`config.mk`:
```
export PLATFORM = sky130hd
export DESIGN_NAME = ttdll_div_bank
export DESIGN_NICKNAME = d
export VERILOG_FILES = /design/src/rtl/ttdll_pkg.sv /design/src/rtl/ttdll_div_ch.sv /design/src/rtl/ttdll_div_bank.sv
export SDC_FILE = /design/constraint.sdc
export NUM_CORES = 1
export LEC_CHECK = 0
export BUFFER_PORTS_ARGS = -buffer_cell sky130_fd_sc_hd__buf_4
export CORE_MARGIN = 10
export CORE_UTILIZATION = 45
export CTS_CLUSTER_DIAMETER = 150
export DETAILED_ROUTE_END_ITERATION = 7
export PLACE_DENSITY = 0.59
export SLEW_MARGIN = 10
export SYNTH_ARGS = -nofsm -noshare
export SYNTH_HDL_FRONTEND = slang
export SYNTH_SLANG_ARGS = --single-unit
```
`constraint.sdc`:
```
create_clock -name clk -period 5.45 [get_ports clk]
set_input_delay 0 -clock clk [delete_from_list [all_inputs] [get_ports clk]]
set_output_delay 0 -clock clk [all_outputs]
set_load 0.01 [all_outputs]
```
`src/rtl/ttdll_pkg.sv`:
```
// ttdll_pkg: shared types and helpers for the DLL test-chip divider bank.
//   calc_ch_w / calc_frame_w : derive channel-select and frame widths
//   frame_t                  : decoded configuration frame {ch, en, half, phase}
//   ch_state_e               : per-channel divider state
// frame_t is sized for the largest supported configuration (16 channels,
// 16-bit fields); narrower instances zero-extend into it.
package ttdll_pkg;

    localparam int CH_W_MAX  = 4;
    localparam int DIV_W_MAX = 16;

    function automatic int calc_ch_w(input int num_ch);
        return (num_ch > 1) ? $clog2(num_ch) : 1;
    endfunction

    function automatic int calc_frame_w(input int num_ch, input int div_w);
        return calc_ch_w(num_ch) + 1 + 2 * div_w;
    endfunction

    typedef struct packed {
        logic [CH_W_MAX-1:0]  ch;
        logic                 en;
        logic [DIV_W_MAX-1:0] half;
        logic [DIV_W_MAX-1:0] phase;
    } frame_t;

    typedef enum logic [1:0] {
        CH_IDLE = 2'd0,
        CH_HOLD = 2'd1,
        CH_RUN  = 2'd2
    } ch_state_e;

endpackage

```
`src/rtl/ttdll_div_ch.sv`:
```
// ttdll_div_ch: one programmable divider channel.
//   clk, rst_n  : block clock, async active-low reset
//   pend_v_i    : a pending frame is waiting for this channel
//   pend_i      : the pending frame
//   consume_o   : strobe, pending frame is taken this cycle
//   div_clk_o   : divided clock (registered)
//   active_o    : channel is not IDLE (registered)
// A running channel only accepts a new frame on its high-to-low toggle so
// that no output pulse is ever truncated.
module ttdll_div_ch
    import ttdll_pkg::*;
#(
    parameter int DIV_W = 8
) (
    input  logic   clk,
    input  logic   rst_n,
    input  logic   pend_v_i,
    input  frame_t pend_i,
    output logic   consume_o,
    output logic   div_clk_o,
    output logic   active_o
);

    ch_state_e        state_q;
    logic [DIV_W-1:0] cnt_q;
    logic [DIV_W-1:0] half_q;
    logic             out_q;
    logic             active_q;

    logic [DIV_W-1:0] new_half_s;
    logic [DIV_W-1:0] new_phase_s;
    logic             fall_toggle_s;
    logic             unused_pend_s;

    assign new_half_s    = pend_i.half[DIV_W-1:0];
    assign new_phase_s   = pend_i.phase[DIV_W-1:0];
    // ch field and upper field bits are meaningful only at the bank level
    assign unused_pend_s = ^pend_i;

    // Decide whether the pending frame is accepted this cycle
    always_comb begin
        fall_toggle_s = 1'b0;
        consume_o     = 1'b0;
        if ((state_q == CH_RUN) && (cnt_q == {DIV_W{1'b0}}) && out_q) begin
            fall_toggle_s = 1'b1;
        end else begin
            fall_toggle_s = 1'b0;
        end
        if (pend_v_i && ((state_q == CH_IDLE) || fall_toggle_s)) begin
            consume_o = 1'b1;
        end else begin
            consume_o = 1'b0;
        end
    end

    // Channel FSM: phase hold, then free-running 50% divider
    always_ff @(posedge clk or negedge rst_n) begin
        if (!rst_n) begin
            state_q  <= CH_IDLE;
            cnt_q    <= {DIV_W{1'b0}};
            half_q   <= {DIV_W{1'b0}};
            out_q    <= 1'b0;
            active_q <= 1'b0;
        end else begin
            case (state_q)
                CH_IDLE: begin
                    out_q <= 1'b0;
                    if (pend_v_i && pend_i.en) begin
                        state_q  <= CH_HOLD;
                        cnt_q    <= new_phase_s;
                        half_q   <= new_half_s;
                        active_q <= 1'b1;
                    end else begin
                        active_q <= 1'b0;
                    end
                end
                CH_HOLD: begin
                    if (cnt_q == {DIV_W{1'b0}}) begin
                        state_q <= CH_RUN;
                        out_q   <= 1'b1;
                        cnt_q   <= half_q;
                    end else begin
                        cnt_q <= cnt_q - {{(DIV_W-1){1'b0}}, 1'b1};
                    end
                end
                CH_RUN: begin
                    if (cnt_q != {DIV_W{1'b0}}) begin
                        cnt_q <= cnt_q - {{(DIV_W-1){1'b0}}, 1'b1};
                    end else if (fall_toggle_s && pend_v_i) begin
                        // live update on the falling toggle; phase is ignored
                        out_q <= 1'b0;
                        if (pend_i.en) begin
                            half_q <= new_half_s;
                            cnt_q  <= new_half_s;
                        end else begin
                            state_q  <= CH_IDLE;
                            active_q <= 1'b0;
                            cnt_q    <= {DIV_W{1'b0}};
                        end
                    end else begin
                        out_q <= ~out_q;
                        cnt_q <= half_q;
                    end
                end
                default: begin
                    state_q  <= CH_IDLE;
                    cnt_q    <= {DIV_W{1'b0}};
                    out_q    <= 1'b0;
                    active_q <= 1'b0;
                end
            endcase
        end
    end

    assign div_clk_o = out_q;
    assign active_o  = active_q;

endmodule

```
`src/rtl/ttdll_div_bank.sv`:
```
// ttdll_div_bank: NUM_CH programmable clock dividers configured over the
// three-wire tag interface.
//   clk, rst_n     : block clock, async active-low reset
//   tag_clk_i      : serial strobe (async), data shifted on its rising edge
//   tag_en_i       : frame enable (async), frame committed on its falling edge
//   tag_data_i     : serial data (async), MSB first: ch, en, half, phase
//   div_clk_o      : per-channel divided clocks (registered)
//   ch_active_o    : per-channel not-IDLE flags (registered)
//   cfg_err_o      : sticky bad-frame flag (wrong length or channel)
module ttdll_div_bank
    import ttdll_pkg::*;
#(
    parameter int NUM_CH      = 4,
    parameter int DIV_W       = 8,
    parameter int SYNC_STAGES = 2
) (
    input  logic              clk,
    input  logic              rst_n,
    input  logic              tag_clk_i,
    input  logic              tag_en_i,
    input  logic              tag_data_i,
    output logic [NUM_CH-1:0] div_clk_o,
    output logic [NUM_CH-1:0] ch_active_o,
    output logic              cfg_err_o
);

    localparam int CH_W    = calc_ch_w(NUM_CH);
    localparam int FRAME_W = calc_frame_w(NUM_CH, DIV_W);
    localparam int CNT_W   = $clog2(FRAME_W + 2);
    localparam logic [CNT_W-1:0] CNT_FULL = CNT_W'(FRAME_W);
    localparam logic [CNT_W-1:0] CNT_SAT  = CNT_W'(FRAME_W + 1);

    logic [SYNC_STAGES-1:0] tclk_sync_q;
    logic [SYNC_STAGES-1:0] ten_sync_q;
    logic [SYNC_STAGES-1:0] tdat_sync_q;
    logic                   tclk_prev_q;
    logic                   ten_prev_q;
    logic [FRAME_W-1:0]     shift_q;
    logic [CNT_W-1:0]       bitcnt_q;
    logic                   err_q;
    logic [NUM_CH-1:0]      pend_v_q;
    frame_t                 pend_q [NUM_CH];

    logic              tclk_s, ten_s, tdat_s;
    logic              rise_s, fall_s;
    logic [CH_W-1:0]   f_ch_s;
    logic              frame_ok_s;
    frame_t            new_frame_s;
    logic [NUM_CH-1:0] consume_s;

    assign tclk_s = tclk_sync_q[SYNC_STAGES-1];
    assign ten_s  = ten_sync_q[SYNC_STAGES-1];
    assign tdat_s = tdat_sync_q[SYNC_STAGES-1];
    assign rise_s = tclk_s & ~tclk_prev_q;
    assign fall_s = ten_prev_q & ~ten_s;
    assign f_ch_s = shift_q[FRAME_W-1 -: CH_W];
    // with a power-of-two NUM_CH every ch code is valid; only length can fail
    assign frame_ok_s = (bitcnt_q == CNT_FULL) && (32'(f_ch_s) < 32'(NUM_CH));

    // Unpack the shift register into the zero-extended frame struct
    always_comb begin
        new_frame_s                   = {$bits(frame_t){1'b0}};
        new_frame_s.ch[CH_W-1:0]      = f_ch_s;
        new_frame_s.en                = shift_q[2*DIV_W];
        new_frame_s.half[DIV_W-1:0]   = shift_q[2*DIV_W-1 -: DIV_W];
        new_frame_s.phase[DIV_W-1:0]  = shift_q[DIV_W-1:0];
    end

    // Tag input synchronisers and edge-detect history
    always_ff @(posedge clk or negedge rst_n) begin
        if (!rst_n) begin
            tclk_sync_q <= {SYNC_STAGES{1'b0}};
            ten_sync_q  <= {SYNC_STAGES{1'b0}};
            tdat_sync_q <= {SYNC_STAGES{1'b0}};
            tclk_prev_q <= 1'b0;
            ten_prev_q  <= 1'b0;
        end else begin
            tclk_sync_q <= {tclk_sync_q[SYNC_STAGES-2:0], tag_clk_i};
            ten_sync_q  <= {ten_sync_q[SYNC_STAGES-2:0], tag_en_i};
            tdat_sync_q <= {tdat_sync_q[SYNC_STAGES-2:0], tag_data_i};
            tclk_prev_q <= tclk_s;
            ten_prev_q  <= ten_s;
        end
    end

    // Frame shift register, saturating bit counter and sticky error flag
    always_ff @(posedge clk or negedge rst_n) begin
        if (!rst_n) begin
            shift_q  <= {FRAME_W{1'b0}};
            bitcnt_q <= {CNT_W{1'b0}};
            err_q    <= 1'b0;
        end else begin
            if (fall_s) begin
                bitcnt_q <= {CNT_W{1'b0}};
                if (!frame_ok_s) begin
                    err_q <= 1'b1;
                end else begin
                    err_q <= err_q;
                end
            end else if (rise_s && ten_s) begin
                shift_q <= {shift_q[FRAME_W-2:0], tdat_s};
                // saturating one past FRAME_W flags over-long frames
                if (bitcnt_q != CNT_SAT) begin
                    bitcnt_q <= bitcnt_q + {{(CNT_W-1){1'b0}}, 1'b1};
                end else begin
                    bitcnt_q <= bitcnt_q;
                end
            end else begin
                bitcnt_q <= bitcnt_q;
            end
        end
    end

    // Pending-frame slots: a new frame overrides both an older one and a
    // same-cycle consume, so the last frame written always wins
    always_ff @(posedge clk or negedge rst_n) begin
        if (!rst_n) begin
            pend_v_q <= {NUM_CH{1'b0}};
            for (int i = 0; i < NUM_CH; i++) begin
                pend_q[i] <= {$bits(frame_t){1'b0}};
            end
        end else begin
            for (int i = 0; i < NUM_CH; i++) begin
                if (fall_s && frame_ok_s && (f_ch_s == CH_W'(i))) begin
                    pend_v_q[i] <= 1'b1;
                    pend_q[i]   <= new_frame_s;
                end else if (consume_s[i]) begin
                    pend_v_q[i] <= 1'b0;
                end else begin
                    pend_v_q[i] <= pend_v_q[i];
                end
            end
        end
    end

    for (genvar g = 0; g < NUM_CH; g++) begin : g_ch
        ttdll_div_ch #(
            .DIV_W (DIV_W)
        ) u_ch (
            .clk       (clk),
            .rst_n     (rst_n),
            .pend_v_i  (pend_v_q[g]),
            .pend_i    (pend_q[g]),
            .consume_o (consume_s[g]),
            .div_clk_o (div_clk_o[g]),
            .active_o  (ch_active_o[g])
        );
    end

    assign cfg_err_o = err_q;

endmodule

```
==> results of run 1 <==
[metal layers]
layer,wire length (um),vias to the layer above,GRT usage,part of all wire
li1,-,3172,-,-
met1,10370,3418,0.2238,0.48
met2,10340,154,0.2639,0.48
met3,700,10,0.03029,0.032
met4,175,0,0.04184,0.0081
met5,0,-,0,0
[through the flow]
step | instances | setup WS [ps] | total power [uW] | instance area [um2]
6_report | 1140 | 2437 | 2739 | 10240
5_1_grt | 1140 | 2130 | 2839 | 10240
4_1_cts | 1140 | 2435 | 2778 | 10240
3_5_place_dp | 1104 | 2458 | 1519 | 9607
3_3_place_gp | 1104 | 2486 | 1515 | 9607
2_1_floorplan | 865 | 3184 | 1459 | 9360
[cell type report]
class | instances | area share
multi-input cells | 605 | 0.4305
inverters | 27 | 0.009900
clock inverters | 14 | 0.01577
repair buffers | 21 | 0.01674
clock buffers | 18 | 0.04192
flip-flops and latches | 185 | 0.4522
well taps | 270 | 0.03300
[flip-flops by register name (all words and copies together), names as in the netlist]
name	cells
g_ch.u_ch.cnt_q	32
tdat_sync_q	2
cfg_err_o	1
shift_q	19
pend_q	68
ten_sync_q	2
pend_v_q	4
bitcnt_q	5
tclk_sync_q	2
ten_prev_q	1
g_ch.u_ch.half_q	32
tclk_prev_q	1
g_ch.u_ch.active_o	4
g_ch.u_ch.state_q	8
g_ch.u_ch.div_clk_o	4
[cells in the final DEF (no fill, tap or decap), types with 5 or more instances in the layout]
master	synthesis	routed
dfrtp_1	185	185
nand2_1	104	104
mux2_2	100	100
nor2_1	38	38
o21ai_0	33	33
a21oi_1	31	31
inv_1	27	27
ha_1	22	22
nor3_1	19	19
nand3_1	17	17
a31oi_1	17	17
clkbuf_16	0	17
buf_4	9	16
nand2b_1	12	12
nand4_1	11	11
o211ai_1	9	9
a221o_1	9	9
nor3b_1	8	8
xor2_1	8	8
a21boi_0	8	8
a21o_1	7	7
a211oi_1	7	7
nor4_1	6	6
or3_1	6	6
and2_1	5	5
and4_1	5	5
a21bo_2	5	5
a222oi_1	5	5
a32o_1	5	5
a22o_1	5	5
a311oi_1	5	5
inv_6	0	5
[Yosys cell counts, types with 5 or more instances]
master / number
nand2_1: 104
nor3_1: 19
buf_2: 7
xor2_1: 8
and2_1: 5
clkbuf_1: 31
dfrtp_1: 185
a21o_1: 7
a22o_1: 5
a31oi_1: 17
nor2_1: 38
nand2b_1: 12
nor4_1: 6
a21bo_2: 5
and4_1: 5
a21oi_1: 31
nand4_1: 11
inv_1: 27
nor3b_1: 8
mux2_2: 100
ha_1: 22
o211ai_1: 9
or3_1: 6
a222oi_1: 5
a21boi_0: 8
a211oi_1: 7
buf_4: 9
o21ai_0: 33
a221o_1: 9
a32o_1: 5
a311oi_1: 5
nand3_1: 17
[power by group]
part | switching, uW | internal (uW) | total [uW]
Combinational | 42.5 | 15.6 | 58.0
Clock | 559 | 688 | 1250
Sequential | 42.4 | 1390 | 1430
[cell families after synthesis]
logic type / count (synthesis) / synth area share
AO/OA/AOI/OAI: 199 / 0.1572
adder cells (fa/ha/maj): 22 / 0.02941
AND/OR/NAND/NOR: 268 / 0.1482
buffers and inverters: 75 / 0.03462
multiplexers: 104 / 0.1247
XOR/XNOR: 12 / 0.01123
flip-flops: 185 / 0.4946
[what timing repair did]
item / 4_1_cts / 5_1_grt
endpoints found under the hold margin: 40 / 0
gates resized for setup: 0 / 0
hold buffers: 4 / 0
[worst max-delay path by stage]
stage,depth (start not counted),from,to,slack [ps]
floorplan,6,g_ch[2].u_ch.cnt_q[0],g_ch[2].u_ch.half_q[1],3180
global placement,4,bitcnt_q[0],pend_q[54],2490
detailed placement,4,bitcnt_q[0],pend_q[56],2460
CTS,4,bitcnt_q[0],pend_q[56],2440
global route,4,bitcnt_q[0],pend_q[19],2130
finish,4,bitcnt_q[0],pend_q[56],2440
==> out/results.ini, run 1 <==
[power_and_ir_drop]
p_leak_uw = 0.004802
p_per_area_mw_per_mm2 = 267.6
peakVddDrop_mv = 0.1922

[synthesis]
ys_async_sr_fraction = 1.000
synth_flop_cell = dfrtp_1
synth_area_mm2 = 0.009360
yosysWarnings = 0
yosysTopAreaCellShare = 0.4946
synth.largest_area_cell = dfrtp_1
synth_cell_types = 81
yosysSeqAreaShare = 0.4946
synth-edff-count = 0
synth.area.top_cells = dfrtp_1 (49%), mux2_2 (12%), nand2_1 (4.2%)
syn-num-nets = 892
netlist_instances = 865
syn_area_per_cell_um2 = 10.82
ys_seq_elements = 185

[grt]
grt_pass1_wl_um = 35860
grt_max_degree = 79
grt_overflow = 0
grt.total_usage = 0.1642
grt_pass1_vias = 6788
grt_antenna_before_repair = 0

[sta]
max_slew_margin = 0.3515
min_period_over_period = 0.5529
setup_tns_ps = 0
skew_ps = 12.61
timing.fmax_mhz = 331.9
rsz0062_at_grt = false
setup_viol_count_final = 0
finalHoldViolCount = 0
drv_slew = 0
whs_ps = 44.96
tightest_slew_ps = 959.7
min_period_ps = 3013

[critical_path]
cp_slowest_stage_delay_ps = 890
crit_family = simple AND/OR/NAND/NOR gates
reg2reg_depth = 4
worstPathArrival_ps = 3320
crit_chain = ha_1, nor4bb_1, nand4b_1, mux2_2
startpoint_type = flip-flop
crit_required_ps = 5760
reg2reg_slack_ps = 2440
setup.worst_path.end_class = flip-flop
crit_path_top_delay_cell = nand4b_1
crit_buf_inv = 0
reg2reg_to = pend_q[56]
timing.rr.start = bitcnt_q[0]
critical_path.max_fanout = 18
critPathKind = flip-flop to flip-flop

[layout]
seq_area_mm2 = 0.004629
diodes = 0
layout-drive-gt1-share = 0.2034
fillCellCount = 1807
final_util = 0.5027
synthToLayoutAreaGrowth_pct = 9.370
nets = 884
multi_input_area_mm2 = 0.004407

[die]
die_h_um = 164.2
fp-row-count = 52
floorplan.initialDensity = 0.4596
die_area_mm2 = 0.02697
io_pins = 14
design.core.area_mm2 = 0.02036
die_width_um = 164.2

[drt]
wl_per_cell_um = 18.94
vias = 6754
ant_nets = 0
route.detailed.drc = 0
drtIter0Drc = 415
wl_um = 21590
dr.pass1.iters = 7
avgViaCountPerCell = 5.925

[cts]
cts.sinks = 185
cts_max_level = 4
cts_setup_buffers = 0
cts_max_path_buffers = 2
cts_buffers = 17
clk_pin_slew_worst_paths_ps = 80
cts_tree = done
clk-insertion-delay-late_ps = 430
clockRootBuffer = clkbuf_16

[placement]
port_buffers = 13
place.gp.congestion = 0.8572
dpl.hpwl_um = 14990

[status]
status = finished, final reports clean

[worst_hold_path]
min_path_type = input pin to async pin

[job]
drv_cap = 0

Power figures use the tool's default switching activity.
==> inputs of run 2 (changes only) <==
--- a/config.mk
+++ b/config.mk
@@ -5,12 +5,13 @@
 export SDC_FILE = /design/constraint.sdc
 export NUM_CORES = 1
 export LEC_CHECK = 0
+export ABC_AREA = 1
 export BUFFER_PORTS_ARGS = -buffer_cell sky130_fd_sc_hd__buf_4
 export CORE_MARGIN = 10
 export CORE_UTILIZATION = 45
 export CTS_CLUSTER_DIAMETER = 150
 export DETAILED_ROUTE_END_ITERATION = 7
-export PLACE_DENSITY = 0.59
+export PLACE_DENSITY = 0.62
 export SLEW_MARGIN = 10
 export SYNTH_ARGS = -nofsm -noshare
 export SYNTH_HDL_FRONTEND = slang
==> constraint.sdc (replaced) <==
create_clock -name clk -period 2.6 [get_ports clk]
set_input_delay 0 -clock clk [delete_from_list [all_inputs] [get_ports clk]]
set_output_delay 0 -clock clk [all_outputs]
set_load 0.01 [all_outputs]
==> run 2 against run 1 <==
  * Die area shrank 1.1%
  * Largest power group unchanged
  * Combinational power increased to 3.5 times the previous value
  * Count of clock-buffer cells in the layout is 6 higher
  * Setup slack worse by 1900 ps
  * Largest cell class unchanged
  * Critical path type unchanged
  * Power up 110%
  * Area after synthesis fell by 1.3%
  * Synthesized cell count increased by 32%
  * Final cell count rose by 26%
  * Global-route usage down 0.71 points
  * Sequential power increased by 110%
  * Clock power increased by 100%
==> out/results.ini, run 2 <==
[drt]
route.detailed.drc = 0
dr.pass1.iters = 5
avgViaCountPerCell = 4.861
drtIter0Drc = 497
vias = 6981
wl_per_cell_um = 13.95
ant_nets = 0
wl_um = 20040

[cts]
ctsResizeCount = 0
clk_pin_slew_worst_paths_ps = 70
cts_max_level = 4
cts_tree = done
cts.sinks = 185
cts_max_path_buffers = 2
cts_buffers = 17
hold_buffers = 4
clockRootBuffer = clkbuf_16
clk-insertion-delay-late_ps = 420
cts_setup_buffers = 0

[layout]
final_common_cell = nand2_1
layout_common_cells = nand2_1 (440), dfrtp_1 (185), inv_1 (120)
diodes = 0
nets = 1181
largest_register = pend_q
final_cells = 1436
layout-drive-gt1-share = 0.08834
largest_register_ffs = 68
reg.largest.list = pend_q (68), g_ch.u_ch.cnt_q (32), g_ch.u_ch.half_q (32)
fin_area_mm2 = 0.01018
synthToLayoutAreaGrowth_pct = 10.17

[critical_path]
setup.worst_path.end_class = flip-flop
cp_slowest_stage_delay_ps = 500
critical_path.max_fanout = 35
startpoint_type = flip-flop
crit_path_top_delay_cell = nand3_2
crit_chain = ha_1, inv_1, nor4_4, nand2_2, inv_2, nand3_2, nand2_1, o21ai_1
crit_required_ps = 2880
critPathKind = flip-flop to flip-flop
worstPathArrival_ps = 2360

[placement]
place.gp.congestion = 0.8425
dp.cells = 1401
dpl.hpwl_um = 14250
placed_area_mm2 = 0.009565
port_buffers = 13

[die]
die_area_mm2 = 0.02667
die_width_um = 163.3
io_pins = 14
design.core.area_mm2 = 0.02023
die_h_um = 163.3
fp-row-count = 52
floorplan.initialDensity = 0.4567

[grt]
grt.total_usage = 0.1571
grt_pass1_vias = 6708
grt_overflow = 0
grt_antenna_before_repair = 0
grt_pass1_wl_um = 34250
grt_max_degree = 71

[sta]
timing.fmax_mhz = 482.8
min_period_ps = 2071
max_slew_margin = 0.5699
rsz0062_at_grt = false
finalHoldViolCount = 0
setup_viol_count_final = 0
setup_tns_ps = 0
skew_ps = 10.52
min_period_over_period = 0.7967
drv_slew = 0
tightest_slew_ps = 644.4

[synthesis]
yosysSeqAreaShare = 0.5010
synth_area_mm2 = 0.009240
synth_common_cells = nand2_1 (440), dfrtp_1 (185), inv_1 (120), o21ai_1 (83), o21ai_0 (55)
synth_flop_cell = dfrtp_1
synth.largest_area_cell = dfrtp_1
yosysMostFrequentCell = nand2_1
ys_async_sr_fraction = 1.000
yosysWarnings = 0
synth_cell_types = 45
netlist_instances = 1144
synth.area.top_cells = dfrtp_1 (50%), nand2_1 (18%), inv_1 (4.9%)
yosysTopAreaCellShare = 0.5010
ys_seq_elements = 185
synth-edff-count = 0
syn-num-nets = 1171
syn_area_per_cell_um2 = 8.077

[status]
status = finished, final reports clean

[power_and_ir_drop]
peakVddDrop_mv = 0.3634
p_per_area_mw_per_mm2 = 560.9
p_leak_uw = 0.004955
power_uw = 5710

[job]
drv_cap = 0

[worst_hold_path]
min_path_type = input pin to async pin

-- run 2: cell types whose count changed after synthesis, moves of 15 or more --
cell,previous run,this run
o21ai_0,33,55
nand2_1,104,440
clkbuf_1,31,6
a31oi_1,17,0
nor2_1,38,53
a21oi_1,31,14
inv_1,27,120
mux2_2,100,0
o21ai_1,0,83
-- run 2: worst max-delay path: cells and delay by family (launching register included) --
| family | cells | cell delay, ps |
|---|---|---|
| and+or+nand+nor | 4 | 1110 |
| AOI/OAI and AO/OA | 1 | 90 |
| buffers and inverters | 2 | 180 |
| adders and majority gates | 1 | 180 |
| DFF | 1 | 370 |
-- run 2: logic make-up (layout without fill, tap and decap cells) --
logic type      count (synthesis)  in the layout  synth area share
flops                         185            185            0.5010
fa+ha+maj                      22             22           0.02979
buf+inv                       159            181           0.07434
xor+xnor                       18             18           0.01706
compound gates                197            197            0.1205
simple gates                  563            563            0.2573
-- run 2: final cells by class --
| cell class | instances | area (um2) |
|---|---|---|
| fill | 1969 | 10050 |
| timing repair buffer | 28 | 251.5 |
| inverter | 122 | 460.4 |
| clock inverter | 7 | 92.59 |
| multi-input combinational | 800 | 3926 |
| sequential | 185 | 4629 |
| clock buffer | 24 | 481.7 |
| tap | 270 | 337.8 |
-- run 2: per-stage QoR --
| step | hold slack [ps] | setup WS [ps] | utilization |
|---|---|---|---|
| floorplan | -295.6 | 930.9 | - |
| global placement | 52.15 | 623.1 | 0.4727 |
| detailed placement | 56.84 | 545.1 | 0.4727 |
| CTS | 174.7 | 526.3 | 0.5031 |
| global route | 200.8 | 290.2 | 0.5031 |
| finish | 131.8 | 528.5 | 0.5031 |
-- run 2: final timing paths --
| path | from | cells after the start | slack (ps) | to |
|---|---|---|---|---|
| min in group clk | tag_clk_i | 2 | 230 | tclk_sync_q[0] |
| setup reg to reg | bitcnt_q[0] | 8 | 530 | pend_q[79] |
| hold / removal | rst_n | 2 | 130 | g_ch[0].u_ch.active_o |
| hold reg to reg | tclk_sync_q[0] | 0 | 350 | tclk_sync_q[1] |
| setup / recovery | bitcnt_q[0] | 8 | 530 | pend_q[79] |
| max in group asynchronous | rst_n | 3 | 1740 | tclk_prev_q |
-- run 2: report_power, final --
part           total [uW]  switching [uW]  internal (uW)
logic                 202             166           35.7
registers            2950            26.4           2920
clock network        2560            1070           1490
-- run 2: layer usage --
metal | vias up | track usage | part of all wire
met5 | - | 0 | 0
met4 | 0 | 0.03115 | 0.0058
met3 | 10 | 0.03046 | 0.032
met2 | 84 | 0.2389 | 0.45
met1 | 3259 | 0.2280 | 0.51
li1 | 3628 | - | -
